### src/rtl/trd_fetch_sched.sv
// Per-thread PC bank and round-robin fetch scheduler for the 8-thread barrel pipeline.
// One-cycle registered selection; stall holds the selection while PC writes and miss tracking continue.
module trd_fetch_sched #(
  parameter int          NUM_TRD = 8,
  parameter logic [31:0] RST_PC  = 32'h0000_0000
) (
  input  logic        clk,
  input  logic        rst_n,
  input  logic [31:0] nxt_pc_0,
  input  logic [31:0] nxt_pc_1,
  input  logic [31:0] nxt_pc_2,
  input  logic [31:0] nxt_pc_3,
  input  logic [31:0] nxt_pc_4,
  input  logic [31:0] nxt_pc_5,
  input  logic [31:0] nxt_pc_6,
  input  logic [31:0] nxt_pc_7,
  input  logic [7:0]  pc_wr,
  input  logic [7:0]  trd_en,
  input  logic        i_miss,
  input  logic [2:0]  i_miss_trd,
  input  logic        d_miss,
  input  logic [2:0]  d_miss_trd,
  input  logic        refill_done,
  input  logic [2:0]  refill_trd,
  input  logic        stall,
  output logic [2:0]  cur_trd,
  output logic [31:0] cur_pc,
  output logic        i_rd,
  output logic [7:0]  trd_wait
);

  typedef enum logic {IDLE, RUN} state_t;

  state_t      state_q, state_nxt;
  logic [31:0] nxt_pc [NUM_TRD];
  logic [31:0] pc_q   [NUM_TRD];
  logic [7:0]  miss_now, clr_now, wait_nxt, elig;
  logic        found;
  logic [2:0]  win;
  logic [31:0] win_pc;
  logic [2:0]  trd_nxt;
  logic [31:0] pc_nxt;
  logic        ird_nxt;

  assign nxt_pc[0] = nxt_pc_0;
  assign nxt_pc[1] = nxt_pc_1;
  assign nxt_pc[2] = nxt_pc_2;
  assign nxt_pc[3] = nxt_pc_3;
  assign nxt_pc[4] = nxt_pc_4;
  assign nxt_pc[5] = nxt_pc_5;
  assign nxt_pc[6] = nxt_pc_6;
  assign nxt_pc[7] = nxt_pc_7;

  // PC bank: writes land regardless of stall or thread enable
  always_ff @(posedge clk or negedge rst_n) begin
    if (!rst_n) begin
      for (int k = 0; k < NUM_TRD; k++) pc_q[k] <= RST_PC;
    end else begin
      for (int k = 0; k < NUM_TRD; k++) begin
        if (pc_wr[k]) pc_q[k] <= nxt_pc[k];
      end
    end
  end

  always_comb begin
    miss_now = '0;
    clr_now  = '0;
    if (i_miss)      miss_now[i_miss_trd] = 1'b1;
    if (d_miss)      miss_now[d_miss_trd] = 1'b1;
    if (refill_done) clr_now[refill_trd]  = 1'b1;
  end

  // Set after clear so a same-cycle miss keeps the thread parked
  assign wait_nxt = (trd_wait & ~clr_now) | miss_now;
  assign elig     = trd_en & ~trd_wait & ~miss_now;

  always_ff @(posedge clk or negedge rst_n) begin
    if (!rst_n) trd_wait <= '0;
    else        trd_wait <= wait_nxt;
  end

  // Round-robin search starting one past the current thread, ending on it
  always_comb begin
    logic [2:0] idx;
    idx   = '0;
    found = 1'b0;
    win   = cur_trd;
    for (int i = 1; i <= NUM_TRD; i++) begin
      idx = cur_trd + 3'(i);
      if (!found && elig[idx]) begin
        found = 1'b1;
        win   = idx;
      end
    end
  end

  // Bypass a same-cycle PC write so a redirect is fetched immediately
  assign win_pc = pc_wr[win] ? nxt_pc[win] : pc_q[win];

  always_ff @(posedge clk or negedge rst_n) begin
    if (!rst_n) state_q <= IDLE;
    else        state_q <= state_nxt;
  end

  always_comb begin
    state_nxt = state_q;
    trd_nxt   = cur_trd;
    pc_nxt    = cur_pc;
    ird_nxt   = i_rd;
    if (!stall) begin
      if (found) begin
        state_nxt = RUN;
        trd_nxt   = win;
        pc_nxt    = win_pc;
        ird_nxt   = 1'b1;
      end else begin
        state_nxt = IDLE;
        ird_nxt   = 1'b0;
      end
    end else if (miss_now[cur_trd] || !trd_en[cur_trd]) begin
      ird_nxt = 1'b0;
    end
  end

  always_ff @(posedge clk or negedge rst_n) begin
    if (!rst_n) begin
      cur_trd <= 3'd7;
      cur_pc  <= RST_PC;
      i_rd    <= 1'b0;
    end else begin
      cur_trd <= trd_nxt;
      cur_pc  <= pc_nxt;
      i_rd    <= ird_nxt;
    end
  end

endmodule

### config.mk
export PLATFORM = sky130hd
export DESIGN_NAME = trd_fetch_sched
export DESIGN_NICKNAME = d
export VERILOG_FILES = /design/src/rtl/trd_fetch_sched.sv
export SDC_FILE = /design/constraint.sdc
export NUM_CORES = 1
export LEC_CHECK = 0
export CORE_MARGIN = 4
export CORE_UTILIZATION = 30
export CTS_CLUSTER_SIZE = 20
export DETAILED_ROUTE_END_ITERATION = 10
export SETUP_SLACK_MARGIN = 0.2
export SLEW_MARGIN = 20
export SYNTH_ARGS = -nofsm -noshare
export SYNTH_HDL_FRONTEND = slang
export SYNTH_SLANG_ARGS = --single-unit
### constraint.sdc
create_clock -name clk -period 5.7 [get_ports clk]
set_input_delay 1.425 -clock clk [delete_from_list [all_inputs] [get_ports clk]]
set_output_delay 1.425 -clock clk [all_outputs]
set_load 0.005 [all_outputs]
After elaboration in Yosys (flattened, before gate mapping)
Cells that the tools add are included.
{"block": "classes", "add_sub_neg": 7, "order_cmp": 16, "eq_ne": 1, "n_mux": 57, "n_bitwise": 10, "n_reduce_logical": 20}
{"op": "binary-select mux 32 bit (select 3 bit)", "n": 2}
{"op": "2-to-1 mux 32 bit", "n": 5}
{"op": "less-than comparator 3 x 4 -> 1 bit, second input constant", "n": 12}
{"op": "binary-select mux 1 bit (select 3 bit)", "n": 11}
{"op": "2-to-1 mux 1 bit", "n": 25}
{"op": "bitwise AND 8 bit", "n": 3}
{"op": "2-to-1 mux 3 bit", "n": 8}
{"op": "2-to-1 mux 8 bit", "n": 3}
{"op": "inverter 8 bit", "n": 3}
{"op": "OR 8 bit", "n": 2}
{"op": "adder 3 bit, second input constant", "n": 4}
{"op": "logical AND 1 bit", "n": 10}
{"op": "demux 1 bit (select 3 bit)", "n": 3}
{"op": ">= comparator 3 x 1 -> 1 bit, second input constant", "n": 3}
{"op": "zero test 1 bit", "n": 8}
{"op": "adder 3 x 2 -> 3 bit, second input constant", "n": 2}
{"op": ">= comparator 4 bit, second input constant", "n": 1}
{"op": "inverter 3 -> 4 bit", "n": 1}
{"op": "adder 3 x 1 -> 3 bit, second input constant", "n": 1}
{"op": "inequality test 2 x 1 -> 1 bit, second input constant", "n": 1}
{"op": "AND reduction 2 bit", "n": 1}
{"op": "logical OR 1 bit", "n": 1}
{"op": "inverter 1 bit", "n": 1}
{"block": "word_totals", "regBits": 300, "in_bits": 287, "output_inout_bits": 44}

Logic depth before layout (Yosys ltp)
Gate-level depths: netlist of run 1.
{"block": "depth", "ltp_word": 38, "depth_mapped": 22, "mapped_depth_nobuf": 15}

Least setup slack after synthesis of run 1
OpenSTA, ideal clock, no wires.
{"block": "synth_timing", "path_type": "reg2reg", "startpoint": "register cur_trd[0]", "endpoint": "register cur_pc[28]", "arrival_ns": 4.900, "required_ns": 5.565, "slack_ns": 0.665, "stages_incl_launch_ff": 21, "n_path_buf": 7, "period_less_slack_ns": 5.035, "path_cell_list": "dfstp_2 > inv_1 > clkbuf_1 > clkbuf_1 > ha_1 > clkbuf_1 > clkbuf_1 > mux2_2 > mux2i_1 > o2111ai_1 > or3b_1 > clkbuf_1 > and4_4 > a2111oi_0 > mux2i_1 > mux2i_1 > buf_4 > buf_2 > a31oi_1 > a311oi_1 > o31ai_1"}
{"block": "synth_via", "elab_chain_cells": 30, "elab_cells_between_ends": 64, "classes_between": "add/sub (7); mux (41); bitwise (1); reduce/logical (15)"}
{"element": "start: declaration", "line": "26", "source": "output logic [2:0] cur_trd,"}
{"element": "start signal: assignment", "line": "131", "source": "cur_trd <= trd_nxt;"}
{"element": "adder 3 x 1 -> 3 bit", "line": "89", "source": "idx = cur_trd + 3'(i);"}
{"element": "binary-select mux 1 bit (select 3 bit)", "line": "90", "source": "if (!found && elig[idx]) begin"}
{"element": "2-to-1 mux 1 bit (implied by the code)", "line": "90"}
{"element": "2-to-1 mux 1 bit", "line": "90"}
{"element": "zero test 1 bit", "line": "90"}
{"element": "logical AND 1 bit", "line": "90"}
{"element": "2-to-1 mux 1 bit", "line": "90"}
{"element": "zero test 1 bit", "line": "90"}
{"element": "(+13 left out)"}
{"element": "2-to-1 mux 1 bit", "line": "90"}
{"element": "zero test 1 bit", "line": "90"}
{"element": "logical AND 1 bit", "line": "90"}
{"element": "2-to-1 mux 3 bit", "line": "90"}
{"element": "inverter 3 -> 4 bit (implied by the code)", "line": "98", "source": "assign win_pc = pc_wr[win] ? nxt_pc[win] : pc_q[win];"}
{"element": "binary-select mux 32 bit (select 3 bit)", "line": "98"}
{"element": "2-to-1 mux 32 bit (implied by the code) (2 in series)", "line": "98"}
{"element": "2-to-1 mux 32 bit", "line": "98"}
{"element": "end signal: assignment", "line": "132", "source": "cur_pc <= pc_nxt;"}
{"element": "end: declaration", "line": "27", "source": "output logic [31:0] cur_pc,"}
Several ways; a longest one is shown, not always the timed one. The select of a mux whose other input is x is not followed.
A chain may end at the register's enable or synchronous reset.

Worst setup path in the final report of run 1
{"block": "layout_timing", "startpoint": "input trd_en[3]", "endpoint": "register cur_pc[21]"}
{"block": "layout_via", "elab_chain_cells": 31, "elab_cells_between_ends": 59, "classes_between": "mux (41); bitwise (3); reduce/logical (15)"}
{"element": "start: declaration", "line": "18", "source": "input logic [7:0] trd_en,"}
{"element": "bitwise AND 8 bit (*) (2 in series)", "line": "75", "source": "assign elig = trd_en & ~trd_wait & ~miss_now;"}
{"element": "binary-select mux 1 bit (select 3 bit)", "line": "90"}
{"element": "2-to-1 mux 1 bit (implied by the code)", "line": "90"}
{"element": "2-to-1 mux 1 bit", "line": "90"}
{"element": "zero test 1 bit", "line": "90"}
{"element": "logical AND 1 bit", "line": "90"}
{"element": "2-to-1 mux 1 bit", "line": "90"}
{"element": "zero test 1 bit", "line": "90"}
{"element": "(+13 left out)"}
{"element": "2-to-1 mux 1 bit", "line": "90"}
{"element": "zero test 1 bit", "line": "90"}
{"element": "logical AND 1 bit", "line": "90"}
{"element": "2-to-1 mux 3 bit", "line": "90"}
{"element": "inverter 3 -> 4 bit (implied by the code)", "line": "98"}
{"element": "binary-select mux 32 bit (select 3 bit)", "line": "98"}
{"element": "2-to-1 mux 32 bit (implied by the code) (2 in series)", "line": "98"}
{"element": "2-to-1 mux 32 bit", "line": "98"}
Every way passes the cells marked *; elsewhere a longest branch is shown, timed or not. The select of a mux whose other input is x is not followed.

==> flow_metrics.py, run 1 <==
metrics = {
    "run_status": {
        "outcome": "complete, no violations",
    },
    "routing": {
        "drt-initial-drc-count": 1576,
        "met3WireLength_um": 5380,
        "dr.max_layer_used": "met5",
        "antenna_left": 0,
        "drt_wl_total_um": 68400,
        "wl_met2_um": 30500,
        "post_detailed_route_wirelength_per_cell_um": 22.5,
        "routedLengthMet1_um": 30600,
        "avgViaCountPerCell": 5.50,
        "route.vias.total": 16700,
        "detail_route.drc_violations": 0,
        "drtPass1Iterations": 7,
    },
    "synth": {
        "ys_seq_elements": 300,
        "ys.flop_type": "sky130_fd_sc_hd__dfrtp_1",
        "synth-edff-count": 0,
        "synthesis.area_mm2": 0.0173,
        "postSynthCellCount": 1825,
        "synth_async_sr_flop_share_pct": 100,
        "syn_nets": 2114,
        "synth-warning-count": 0,
        "syn-mean-instance-area_um2": 9.50,
        "yosys.cell_types.count": 64,
        "synth_seq_area_share_pct": 43.3,
    },
    "critical_path": {
        "r2r-start": "cur_trd[0]$_DFFE_PN1P_",
        "timing.reg2reg.worst_path_depth": 17,
        "startpoint_type": "primary input",
        "critical_path_required_ns": 6.11,
        "critical_path.endpoint_type": "flop",
        "crit_start": "trd_en[3]",
        "reg2reg_slack_ns": 0.80,
        "endpoint": "cur_pc[21]$_DFFE_PN0P_",
        "crit_type": "in -> reg",
        "worst-endpoint-arrival_ns": 5.73,
        "cp_max_fo": 17,
        "worst_r2r_endpoint": "cur_pc[21]$_DFFE_PN0P_",
    },
    "sta": {
        "timing.final.crit_period_ns": 5.32,
        "post-route-period-util_pct": 93.4,
        "finalHoldViolations": 0,
        "timing.clock.skew_ns": 0.0121,
        "tightestPinTransition_ns": 0.818,
        "grt_setup_unrepaired": "no",
        "timing.final.setup_violations": 0,
        "max_freq_mhz": 188,
        "timing.slew.headroom_pct": 45.5,
        "slew_violations": 0,
    },
    "clock_tree": {
        "cts_num_sinks": 300,
        "tritoncts.num_buffers": 36,
        "number_of_buffers_on_the_longest_clock_path": 3,
        "tritoncts": "done",
        "clock_latency_late_sink_ns": 0.54,
        "cts.clk_slew.worst_paths_ns": 0.06,
        "cts.root.buffer_cell": "sky130_fd_sc_hd__clkbuf_16",
        "postCtsHoldBufs": 0,
        "ctsHtreeMaxLevel": 2,
    },
    "placed_design": {
        "placedCellCount": 2964,
        "gp_routability_congestion": 0.936,
        "hpwlAfterDp_um": 49300,
        "portBuffers": 330,
    },
    "die": {
        "die_height_um": 248,
        "row_count": 87,
        "floorplan.initialDensity_pct": 30.5,
        "die_width_um": 248,
        "placeableCoreArea_mm2": 0.0568,
        "i_o_pins": 331,
        "die_area_mm2": 0.0617,
    },
    "final_layout": {
        "fillers": 5438,
        "most-common-layout-cells": "329 x sky130_fd_sc_hd__nand2_1, 313 x sky130_fd_sc_hd__clkdlybuf4s50_1, 297 x sky130_fd_sc_hd__dfrtp_1, 265 x sky130_fd_sc_hd__nand3_1, 259 x sky130_fd_sc_hd__mux2_2",
        "fin_nets": 2539,
        "layout_commonest_cell": "sky130_fd_sc_hd__nand2_1",
        "utilization_pct": 43.2,
        "fin_cells": 3040,
        "area_delta_synth_final_pct": 41.7,
        "post_route_cells_drive_above_1_share_pct": 26.9,
    },
    "global_route": {
        "grt_pass1_vias": 16700,
        "globalRouteTotalUtil_pct": 21.0,
        "largest_net_degree_at_the_start_of_global_routing": 132,
        "grt_first_pass_wirelength_um": 103000,
        "grt-ovfl-total": 0,
        "antenna_found_initial": 16,
    },
    "worst_hold_path": {
        "hold_sp": "cur_pc[14]$_DFFE_PN0P_",
        "hold_wc_path_type": "reg -> reg",
    },
    "job": {
        "maxCapViolations": 0,
    },
}
kinds of logic after synthesis:
| group | Yosys count | synth area share [%] |
|---|---|---|
| AO/OA/AOI/OAI | 305 | 12.6 |
| multiplexers | 282 | 18.8 |
| adder cells (fa/ha/maj) | 2 | 0.144 |
| AND/OR/NAND/NOR | 746 | 20.6 |
| buffers and inverters | 181 | 4.12 |
| XOR/XNOR | 9 | 0.455 |
| flip-flops | 300 | 43.3 |
synth_stat cells, types with 16 or more instances:
master	instances	area (um^2)
sky130_fd_sc_hd__mux2_2	259	2920
sky130_fd_sc_hd__nor2_1	17	63.8
sky130_fd_sc_hd__buf_1	23	86.3
sky130_fd_sc_hd__a31oi_1	132	826
sky130_fd_sc_hd__buf_2	16	80.1
sky130_fd_sc_hd__nand3_1	266	1330
sky130_fd_sc_hd__clkbuf_1	132	495
sky130_fd_sc_hd__dfrtp_1	297	7430
sky130_fd_sc_hd__a311oi_1	64	561
sky130_fd_sc_hd__o31ai_1	34	255
sky130_fd_sc_hd__and3_1	70	438
sky130_fd_sc_hd__nand2_1	329	1230
worst min path at each step:
stage          cells past startpoint  slack (ns)                     end
2_1_floorplan                      2        0.47   cur_pc[0]$_DFFE_PN0P_
3_3_place_gp                       2        0.46  cur_pc[31]$_DFFE_PN0P_
3_5_place_dp                       2        0.47  cur_pc[15]$_DFFE_PN0P_
4_1_cts                            2        0.49  cur_pc[15]$_DFFE_PN0P_
5_1_grt                            2        0.50  cur_pc[26]$_DFFE_PN0P_
6_report                           2        0.48  cur_pc[14]$_DFFE_PN0P_
critical path, stage by stage:
cell                              delay, ns
sky130_fd_sc_hd__clkdlybuf4s50_1       0.53
sky130_fd_sc_hd__nor2b_1               0.30
sky130_fd_sc_hd__and2_1                0.19
sky130_fd_sc_hd__a221oi_1              0.08
sky130_fd_sc_hd__or4b_4                0.59
sky130_fd_sc_hd__buf_4                 0.18
sky130_fd_sc_hd__nor2b_1               0.14
sky130_fd_sc_hd__a211o_1               0.27
sky130_fd_sc_hd__a31o_1                0.27
sky130_fd_sc_hd__o22a_4                0.27
sky130_fd_sc_hd__mux2i_2               0.17
sky130_fd_sc_hd__mux2i_4               0.28
sky130_fd_sc_hd__buf_6                 0.18
sky130_fd_sc_hd__buf_12                0.16
sky130_fd_sc_hd__a31oi_1               0.07
sky130_fd_sc_hd__a311oi_2              0.47
sky130_fd_sc_hd__o31ai_1               0.13
layer usage:
metal	vias to the layer above	track usage, %
li1	7628	-
met1	8296	29.5
met2	673	32.0
met3	107	4.95
met4	12	6.88
met5	-	0
state kept, by name (all words and copies together) (netlist names):
signal	flops
trd_wait	8
cur_pc	32
cur_trd	3
i_rd	1
pc_q	256
repair_timing:
item | CTS | global route
gates resized for setup | 16 | 40
pin swaps | 4 | 6
endpoints found under the setup margin | 19 | 32
cloned | 0 | 1
buffers inserted | 0 | 3
through the flow:
step,hold slack [ns],cell area [um^2],setup TNS [ns],setup slack [ns]
after detailed placement,0.472,23000,-14.68,-0.840
after floorplan,0.473,17300,0,0.665
after CTS,0.486,24300,0,0.133
after global routing,0.503,24600,0,0.215
after global placement,0.459,23000,-13.58,-0.799
final,0.483,24600,0,0.377
cell type report:
cell class / instances / area (um^2) / share of cell area, %
clock inverters: 13 / 178 / 0.723
flip-flops and latches: 300 / 7510 / 30.6
clock buffers: 50 / 1000 / 4.09
well taps: 756 / 946 / 3.85
inverters: 6 / 22.5 / 0.0917
repair buffers: 562 / 5410 / 22.0
diodes: 9 / 22.5 / 0.0917
multi-input cells: 1344 / 9480 / 38.6
Power of run 1 is left out: the tool's default activity adds up to more than one toggle a clock period on the data nets, which glitch-free logic cannot reach.
==> run 2, diff against run 1 <==
CORE_ASPECT_RATIO = 1.25   (was not set)
==> flow_metrics.py, run 2 (same netlist as run 1, synthesis figures left out) <==
metrics = {
    "run_status": {
        "outcome": "complete, no violations",
    },
    "critical_path": {
        "worst-endpoint-arrival_ns": 5.77,
        "critical_path_required_ns": 6.14,
        "reg2reg_slack_ns": 0.82,
        "timing.reg2reg.worst_path_depth": 18,
        "crit_type": "in -> reg",
        "critical_path.endpoint_type": "flop",
        "r2r-start": "cur_trd[1]$_DFFE_PN1P_",
        "cp_max_fo": 12,
        "worst_r2r_endpoint": "cur_pc[17]$_DFFE_PN0P_",
        "startpoint_type": "primary input",
    },
    "clock_tree": {
        "tritoncts": "done",
        "cts.root.buffer_cell": "sky130_fd_sc_hd__clkbuf_16",
        "postCtsHoldBufs": 0,
        "tritoncts.num_buffers": 36,
        "number_of_buffers_on_the_longest_clock_path": 3,
        "ctsHtreeMaxLevel": 2,
        "cts.clk_slew.worst_paths_ns": 0.06,
        "cts_num_sinks": 300,
        "clock_latency_late_sink_ns": 0.57,
    },
    "placed_design": {
        "hpwlAfterDp_um": 48600,
        "gp_routability_congestion": 0.919,
        "portBuffers": 330,
    },
    "sta": {
        "slew_violations": 0,
        "finalHoldViolations": 0,
        "timing.clock.skew_ns": 0.0295,
        "grt_setup_unrepaired": "no",
        "timing.slew.headroom_pct": 32.5,
        "post-route-period-util_pct": 93.5,
        "timing.final.setup_violations": 0,
        "final.hold.worst_slack_ns": 0.475,
        "tightestPinTransition_ns": 1.01,
        "max_freq_mhz": 188,
        "timing.final.crit_period_ns": 5.33,
    },
    "global_route": {
        "antenna_found_initial": 11,
        "grt_first_pass_wirelength_um": 103000,
        "grt_pass1_vias": 17000,
        "globalRouteTotalUtil_pct": 21.0,
        "grt-ovfl-total": 0,
        "largest_net_degree_at_the_start_of_global_routing": 118,
    },
    "final_layout": {
        "regMostFlops": "pc_q",
        "layout_commonest_cell": "sky130_fd_sc_hd__nand2_1",
        "area_delta_synth_final_pct": 43.0,
        "post_route_cells_drive_above_1_share_pct": 27.4,
        "fin_nets": 2548,
        "fillers": 5412,
        "most-common-layout-cells": "329 x sky130_fd_sc_hd__nand2_1, 313 x sky130_fd_sc_hd__clkdlybuf4s50_1, 297 x sky130_fd_sc_hd__dfrtp_1, 266 x sky130_fd_sc_hd__nand3_1, 259 x sky130_fd_sc_hd__mux2_2",
        "biggestRegsByFlops": "pc_q: 256 flops, cur_pc: 32 flops, trd_wait: 8 flops",
        "largest_reg_flops": 256,
    },
    "worst_hold_path": {
        "min_delay_endpoint": "cur_pc[8]$_DFFE_PN0P_",
        "worstHoldPathCells": 2,
        "hold_sp": "cur_pc[8]$_DFFE_PN0P_",
        "hold_wc_path_type": "reg -> reg",
    },
    "die": {
        "placeableCoreArea_mm2": 0.0573,
        "die_width_um": 223,
        "row_count": 98,
        "die_area_mm2": 0.0617,
        "i_o_pins": 331,
        "floorplan.initialDensity_pct": 30.3,
        "die_height_um": 277,
    },
    "routing": {
        "post_detailed_route_wirelength_per_cell_um": 22.6,
        "route.vias.total": 16700,
        "drt_wl_total_um": 68900,
        "avgViaCountPerCell": 5.49,
        "drtPass1Iterations": 7,
        "antenna_left": 0,
        "detail_route.drc_violations": 0,
        "drt-initial-drc-count": 1365,
    },
    "job": {
        "maxCapViolations": 0,
    },
}
run 2: changes by cell type in the layout (fill, tap and decap cells not counted), moves of 3 or more:
cell,delta
sky130_fd_sc_hd__buf_12,+4
sky130_fd_sc_hd__buf_4,+3
sky130_fd_sc_hd__clkbuf_1,-6
sky130_fd_sc_hd__mux2i_1,+3
sky130_fd_sc_hd__clkbuf_8,+5
run 2: how the worst max path moves through the flow:
stage / to / slack (ns) / from
after floorplan: cur_pc[28]$_DFFE_PN0P_ / 0.67 / cur_trd[0]$_DFFE_PN1P_
after global routing: cur_pc[20]$_DFFE_PN0P_ / 0.20 / trd_en[3]
after global placement: cur_pc[28]$_DFFE_PN0P_ / -0.78 / d_miss_trd[0]
after CTS: cur_pc[14]$_DFFE_PN0P_ / 0.14 / d_miss_trd[1]
after detailed placement: cur_pc[28]$_DFFE_PN0P_ / -0.83 / d_miss_trd[0]
final: cur_pc[17]$_DFFE_PN0P_ / 0.37 / trd_en[3]
run 2: through the flow:
stage / setup WS (ns) / TNS (ns) / cells / util (%) / instance area (um^2)
after detailed placement: -0.829 / -13.27 / 2962 / 40.3 / 23100
final: 0.371 / 0 / 3046 / 43.3 / 24800
after CTS: 0.145 / 0 / 3028 / 42.8 / 24500
after global routing: 0.196 / 0 / 3042 / 43.3 / 24800
after floorplan: 0.665 / 0 / 1825 / - / 17300
after global placement: -0.778 / -11.67 / 2962 / 40.3 / 23100
run 2: metal layers:
| metal | global-route usage [%] | vias up | wire length, um | share of wire [%] |
|---|---|---|---|---|
| li1 | - | 7654 | - | - |
| met1 | 27.8 | 8265 | 29800 | 43 |
| met2 | 33.9 | 659 | 32300 | 47 |
| met3 | 3.89 | 141 | 4170 | 6.0 |
| met4 | 8.57 | 2 | 2670 | 3.9 |
| met5 | 0 | - | 13 | 0.019 |
run 2: critical path: stages:
cell and delay, ns:
sky130_fd_sc_hd__clkdlybuf4s50_1 0.50, sky130_fd_sc_hd__nor2b_1 0.33, sky130_fd_sc_hd__and2_1 0.23, sky130_fd_sc_hd__a221oi_1 0.11, sky130_fd_sc_hd__or4b_4 0.58, sky130_fd_sc_hd__nor2_2 0.14
sky130_fd_sc_hd__or3b_1 0.39, sky130_fd_sc_hd__and4_4 0.25, sky130_fd_sc_hd__a2111oi_4 0.36, sky130_fd_sc_hd__mux2i_1 0.18, sky130_fd_sc_hd__mux2i_4 0.26, sky130_fd_sc_hd__buf_6 0.17
sky130_fd_sc_hd__buf_12 0.16, sky130_fd_sc_hd__a31oi_1 0.06, sky130_fd_sc_hd__a311oi_1 0.47, sky130_fd_sc_hd__o31ai_1 0.13
run 2: final cells by class:
type / count / area, um^2 / area share, %
antenna: 11 / 27.5 / 0.111
clock buffer: 48 / 1030 / 4.14
clock inverter: 16 / 241 / 0.974
inverter: 6 / 22.5 / 0.0908
multi-input combinational: 1344 / 9450 / 38.1
sequential: 300 / 7510 / 30.3
tap: 750 / 938 / 3.78
timing repair buffer: 571 / 5570 / 22.5
run 2: what timing repair did:
| action | 4_1_cts | 5_1_grt |
|---|---|---|
| resized for setup | 18 | 33 |
| gates cloned | 1 | 3 |
| endpoints found under the setup margin | 15 | 32 |
| setup buffers | 1 | 4 |
| pin swaps | 2 | 6 |
Power of run 2 is left out for the same reason.
==> run 3, diff against run 2 <==
clock period = 5.2 ns   (was 5.7 ns; I/O delays follow)
==> flow_metrics.py, run 3 (same netlist as run 1, synthesis figures left out) <==
metrics = {
    "placed_design": {
        "gp_routability_congestion": 0.900,
        "portBuffers": 330,
        "placedCellCount": 2970,
        "post-place-ws_ns": -0.965,
        "hpwlAfterDp_um": 49000,
    },
    "critical_path": {
        "worst_r2r_endpoint": "cur_pc[20]$_DFFE_PN0P_",
        "timing.critical_path.slowest_cell_delay_ns": 0.51,
        "critical_path.endpoint_type": "flop",
        "timing.critical_path.cells": "buf_2 > buf_6 > nand4bb_1 > and3_4 > buf_4 > mux4_2 > nand2_2 > o2111ai_2 > or3b_4 > and4_4 > a2111oi_4 > mux2i_4 > mux2i_4 > buf_12 > buf_12 > buf_16 > a31oi_1 > a311oi_1 > buf_4 > o31ai_1",
        "worst-endpoint-arrival_ns": 5.35,
        "critical_path_depth": 20,
        "r2r-start": "cur_trd[0]$_DFFE_PN1P_",
        "startpoint_type": "primary input",
        "critical_path_required_ns": 5.62,
        "endpoint": "cur_pc[20]$_DFFE_PN0P_",
        "worst_path_slowest_cell": "sky130_fd_sc_hd__mux4_2",
        "crit_start": "i_miss_trd[2]",
        "reg2reg_slack_ns": 0.30,
        "crit_type": "in -> reg",
        "cp_max_fo": 11,
        "path_buf_inv": 7,
        "timing.reg2reg.worst_path_depth": 19,
        "path_delay_family": "simple AND/OR/NAND/NOR gates",
    },
    "clock_tree": {
        "cts.root.buffer_cell": "sky130_fd_sc_hd__clkbuf_16",
        "ctsHtreeMaxLevel": 2,
        "postCtsHoldBufs": 0,
        "number_of_buffers_on_the_longest_clock_path": 3,
        "cts_num_sinks": 300,
        "clock_latency_late_sink_ns": 0.55,
        "tritoncts": "done",
        "tritoncts.num_buffers": 36,
        "cts.clk_slew.worst_paths_ns": 0.06,
    },
    "routing": {
        "route.vias.total": 16800,
        "drtPass1Iterations": 7,
        "detail_route.drc_violations": 0,
        "drt_wl_total_um": 69600,
        "avgViaCountPerCell": 5.51,
        "antenna_left": 0,
        "post_detailed_route_wirelength_per_cell_um": 22.8,
        "drt-initial-drc-count": 1245,
    },
    "sta": {
        "finalHoldViolations": 0,
        "grt_setup_unrepaired": "no",
        "fin_ws_ns": 0.275,
        "slew_violations": 0,
        "post-route-period-util_pct": 94.7,
        "tightestPinTransition_ns": 0.895,
        "timing.final.setup_violations": 0,
        "max_freq_mhz": 203,
        "timing.slew.headroom_pct": 40.3,
        "timing.clock.skew_ns": 0.0122,
        "timing.final.crit_period_ns": 4.93,
        "setup-tns-final_ns": 0,
    },
    "final_layout": {
        "largest_reg_flops": 256,
        "fin_cells": 3055,
        "regMostFlops": "pc_q",
        "layout_commonest_cell": "sky130_fd_sc_hd__nand2_1",
        "most-common-layout-cells": "328 x sky130_fd_sc_hd__nand2_1, 306 x sky130_fd_sc_hd__clkdlybuf4s50_1, 297 x sky130_fd_sc_hd__dfrtp_1, 266 x sky130_fd_sc_hd__nand3_1, 259 x sky130_fd_sc_hd__mux2_2",
        "fin_nets": 2562,
        "biggestRegsByFlops": "pc_q: 256 flops, cur_pc: 32 flops, trd_wait: 8 flops",
        "post_route_cells_drive_above_1_share_pct": 29.4,
        "area_delta_synth_final_pct": 44.6,
        "utilization_pct": 43.8,
    },
    "die": {
        "floorplan.initialDensity_pct": 30.3,
        "row_count": 98,
        "die_area_mm2": 0.0617,
        "die_height_um": 277,
        "placeableCoreArea_mm2": 0.0573,
        "die_width_um": 223,
        "i_o_pins": 331,
    },
    "global_route": {
        "largest_net_degree_at_the_start_of_global_routing": 106,
        "grt_first_pass_wirelength_um": 104000,
        "antenna_found_initial": 10,
        "grt-ovfl-total": 0,
        "globalRouteTotalUtil_pct": 21.4,
        "grt_pass1_vias": 16800,
    },
    "run_status": {
        "outcome": "complete, no violations",
    },
    "job": {
        "maxCapViolations": 0,
    },
    "worst_hold_path": {
        "hold_wc_path_type": "reg -> reg",
    },
}
==> run 3: worst min path at each step <==
stage	slack (ns)	end	start	cells past startpoint
floorplan	0.47	cur_pc[0]$_DFFE_PN0P_	cur_pc[0]$_DFFE_PN0P_	2
global placement	0.46	cur_pc[13]$_DFFE_PN0P_	cur_pc[13]$_DFFE_PN0P_	2
detailed placement	0.47	cur_pc[13]$_DFFE_PN0P_	cur_pc[13]$_DFFE_PN0P_	2
CTS	0.48	cur_pc[13]$_DFFE_PN0P_	cur_pc[13]$_DFFE_PN0P_	2
global route	0.51	cur_pc[10]$_DFFE_PN0P_	cur_pc[10]$_DFFE_PN0P_	2
finish	0.48	cur_pc[16]$_DFFE_PN0P_	cur_pc[16]$_DFFE_PN0P_	2
==> run 3: worst register-to-register path, delay by kind of cell, from the launching register on <==
| kind | cells | cell delay, ns |
|---|---|---|
| muxes | 2 | 0.30 |
| AOI/OAI and AO/OA | 5 | 0.92 |
| DFF | 1 | 0.54 |
| adders and majority gates | 1 | 0.46 |
| and+or+nand+nor | 5 | 1.57 |
| buffers and inverters | 6 | 1.02 |
==> run 3: what timing repair did <==
| item | CTS | global route |
|---|---|---|
| setup endpoints to repair | 32 | 32 |
| pin swaps | 16 | 27 |
| setup buffers | 4 | 4 |
| gates cloned | 6 | 1 |
| resized for setup | 71 | 57 |
==> run 3: layout make-up <==
class / count / area (um^2)
Fill cell: 5406 / 32200
Multi-Input combinational cell: 1344 / 9630
Sequential cell: 300 / 7510
Timing Repair Buffer: 585 / 5760
Clock buffer: 53 / 1080
Tap cell: 750 / 938
Clock inverter: 9 / 115
Inverter: 6 / 22.5
Antenna cell: 8 / 20.0
==> run 3: metrics by stage <==
stage,hold slack [ns],instance area (um^2)
finish,0.479,25100
global route,0.506,25100
CTS,0.483,24800
detailed placement,0.470,23100
global placement,0.463,23100
floorplan,0.473,17300
==> run 3: metal layers <==
metal | GRT usage [%] | part of all wire [%] | up-vias
met5 | 0 | 0.032 | -
met4 | 7.23 | 3.1 | 4
met3 | 3.58 | 6.3 | 115
met2 | 35.8 | 49 | 678
met1 | 28.3 | 42 | 8341
li1 | - | - | 7685
Power of run 3 is left out for the same reason.
==> variant (settings of run 2) <==
Make the reset (`rst_n`) synchronous in 4 clocked blocks.
--- a/src/rtl/trd_fetch_sched.sv
+++ b/src/rtl/trd_fetch_sched.sv
@@ -53,5 +53,5 @@
 
   // PC bank: writes land regardless of stall or thread enable
-  always_ff @(posedge clk or negedge rst_n) begin
+  always_ff @(posedge clk) begin
     if (!rst_n) begin
       for (int k = 0; k < NUM_TRD; k++) pc_q[k] <= RST_PC;
@@ -75,5 +75,5 @@
   assign elig     = trd_en & ~trd_wait & ~miss_now;
 
-  always_ff @(posedge clk or negedge rst_n) begin
+  always_ff @(posedge clk) begin
     if (!rst_n) trd_wait <= '0;
     else        trd_wait <= wait_nxt;
@@ -98,5 +98,5 @@
   assign win_pc = pc_wr[win] ? nxt_pc[win] : pc_q[win];
 
-  always_ff @(posedge clk or negedge rst_n) begin
+  always_ff @(posedge clk) begin
     if (!rst_n) state_q <= IDLE;
     else        state_q <= state_nxt;
@@ -123,5 +123,5 @@
   end
 
-  always_ff @(posedge clk or negedge rst_n) begin
+  always_ff @(posedge clk) begin
     if (!rst_n) begin
       cur_trd <= 3'd7;
Behaviour: differs if rst_n is asserted again (counterexample within 4 cycles, from zero or initial values and one cycle with rst_n low); with rst_n held inactive, the same outputs for 4 cycles.
==> variant against run 2 <==
Critical endpoint is now cur_pc[3]; wire length is 6.3% lower; sequential share of layout area increased by 7.4 points; sequential cell count stayed put; area after synthesis is 3.9% lower; design area fell by 8.3%; worst setup slack got worse by 58 ps; synthesized cell count decreased by 9.9%.
==> variant: results (changes against run 2) <==
Parameter                              Value

Outcome
  Result of the run ... finished, final reports clean

Layout
  Fin nets ... 2270 (-11%)
  Registers with the most flip-flops ... pc_q (256), cur_pc (32), trd_wait (8)
  Fraction of layout instances using a drive strength above 1 ... 11.4% (-16 points)

Yosys
  Register area share after synthesis ... 51.4% (+8.1 points)
  Biggest area contributors in the synthesized netlist ... edfxtp_1 (46%), nand2_1 (8.4%), and3_1 (7.4%), mux2i_1 (6.6%), dfxtp_1 (5.3%)
  Nets in the synthesized netlist ... 1934 (-8.5%)
  Distinct cells, synth ... 63 (-1.6%)
  Commonest cells in the netlist ... nand2_1 (372), edfxtp_1 (256), and3_1 (196)
  Share of async-settable or async-resettable flops after synthesis ... 0% (-100 points)
  Count of yosys warnings during synthesis ... 0 (unchanged)
  Number of enable-type register cells in the synthesized netlist ... 256 (+256)
  Gate Count Post-Synth ... 1645 (-9.9%)

Timing
  Final-report setup violation count ... 0 (unchanged)
  Hold_ws ... 449 ps (-26.0 ps)
  Clock Skews ... 15.9 ps (-13.6 ps)
  Slew at the pin with the worst max-slew slack ... 970 ps (-42.1 ps)

Placement
  IO buf count ... 330 (unchanged)
  Routability congestion estimate ... 0.876 (-4.7%)
  Placed wire-length estimate after detailed placement ... 42600 um (-12%)

Detailed routing
  DR vias/cell ... 5.48 (-0.12%)
  Number of DRC violations after detailed-routing iteration 0 ... 1228 (-10%)
  Final routed wirelength across all metal layers ... 64600 um (-6.3%)
  Routed via count ... 15040 (-10%)
  1st-pass router iterations ... 5 (-2)

Clock network
  H-tree levels ... 2 (unchanged)
  Worst-path clk slew ... 60 ps (about the same)
  Number of buffers created by CTS ... 35 (-2.8%)
  Skew-Pair Late Insertion Delay ... 540 ps (-30 ps)
  CTS root buf ... clkbuf_16
  Clock Path Buffers ... 3 (unchanged)

Hold path
  Hold/Removal Path Class ... flip-flop to flip-flop
  Hold endpoint ... cur_pc[2]
  Hold wc startpoint ... cur_pc[2]
  Number of cells traversed by the worst hold path ... 2 (unchanged)

Critical path
  RR Startpoint ... cur_trd[0]
  Slowest stage cell, crit path ... or4_4
  End of the worst register-to-register path ... cur_pc[3]
  Length in cells of the worst reg-to-reg path ... 16 (-2)
  Setup slack, reg-to-reg ... 1390 ps (+570 ps)
  CP peak stage delay ... 550 ps (-30 ps)
  Data arrival at the endpoint of the critical path ... 5820 ps (+50 ps)
  Largest driver fanout on the critical path ... 30 (+18)

Pwr
  Leakage Power ... 8.95 nW
  Switching power ... ~8.0 mW
  Maximum resistive drop on vdd ... about 0.82 mV

GRT
  Total track usage ... 20.7% (-0.35 points)
  Initial antenna violation count ... 6 (-5)
  Pin count of the biggest net entering global routing ... 111 (-5.9%)
  Wire length of the first global-routing pass ... 94300 um (-8.1%)

Floorplanning
  Core box area ... 54900 sq um (-4.1%)
==> variant: metal layers <==
metal  GRT usage (%)  up-vias  share of wire, %
met5               0        -             0.082
met4            6.74        8               3.2
met3            3.63      136               6.5
met2            35.5      613                49
met1            26.4     7423                41
li1                -     6860                 -
==> variant: cells by family after synthesis <==
logic type | Yosys count | share of synthesized area (%)
AO/OA/AOI/OAI | 273 | 12.7
XOR/XNOR | 4 | 0.210
adder cells (fa/ha/maj) | 2 | 0.150
buffers and inverters | 152 | 3.50
flip-flops | 300 | 51.4
multiplexers | 124 | 8.31
AND/OR/NAND/NOR | 790 | 23.7
==> variant: critical path, delay by kind of cell <==
| kind | cells | cell delay [ps] |
|---|---|---|
| AO/OA/AOI/OAI | 9 | 2130 |
| AND/OR/NAND/NOR | 3 | 1320 |
| buffers and inverters | 4 | 910 |
==> variant: worst max-delay path by stage <==
stage | from | to | cells past startpoint
floorplan | d_miss | cur_pc[10] | 15
global placement | d_miss_trd[1] | cur_pc[17] | 15
detailed placement | d_miss_trd[1] | cur_pc[25] | 14
CTS | i_miss_trd[1] | cur_pc[3] | 16
global route | i_miss_trd[2] | cur_pc[3] | 16
finish | i_miss_trd[2] | cur_pc[3] | 16
==> variant: metrics by stage <==
stage          power, mW  area (sq um)  setup WS, ps  utilization (%)
6_report            16.8         22700           314             41.4
5_1_grt             17.9         22700           186             41.4
4_1_cts             16.4         22500           205             41.1
3_5_place_dp        14.1         21400          -523             39.0
3_3_place_gp        13.9         21400          -404             39.0
2_1_floorplan       9.93         16700           410                -
==> variant: repair_timing <==
action,4_1_cts,5_1_grt
buffers inserted,1,1
cloned,0,2
gates resized for setup,9,30
endpoints found under the setup margin,32,32
pin swaps,1,7
==> variant: power groups by stage <==
stage	combinational (mW)	sequential, mW	clock, mW
3_5_place_dp	11.3	2.81	0
4_1_cts	11.5	2.77	2.18
2_1_floorplan	7.15	2.79	0
5_1_grt	12.8	2.79	2.27
6_report	11.9	2.77	2.14
3_3_place_gp	11.1	2.81	0
==> variant: area by class of cell <==
class	instances	area [sq um]
fillers	5257	32200
flip-flops and latches	300	8570
multi-input cells	1193	7730
repair buffers	444	4410
clock buffers	52	1000
well taps	735	920
clock inverters	11	78.8
inverters	7	26.3
diodes	1	2.50
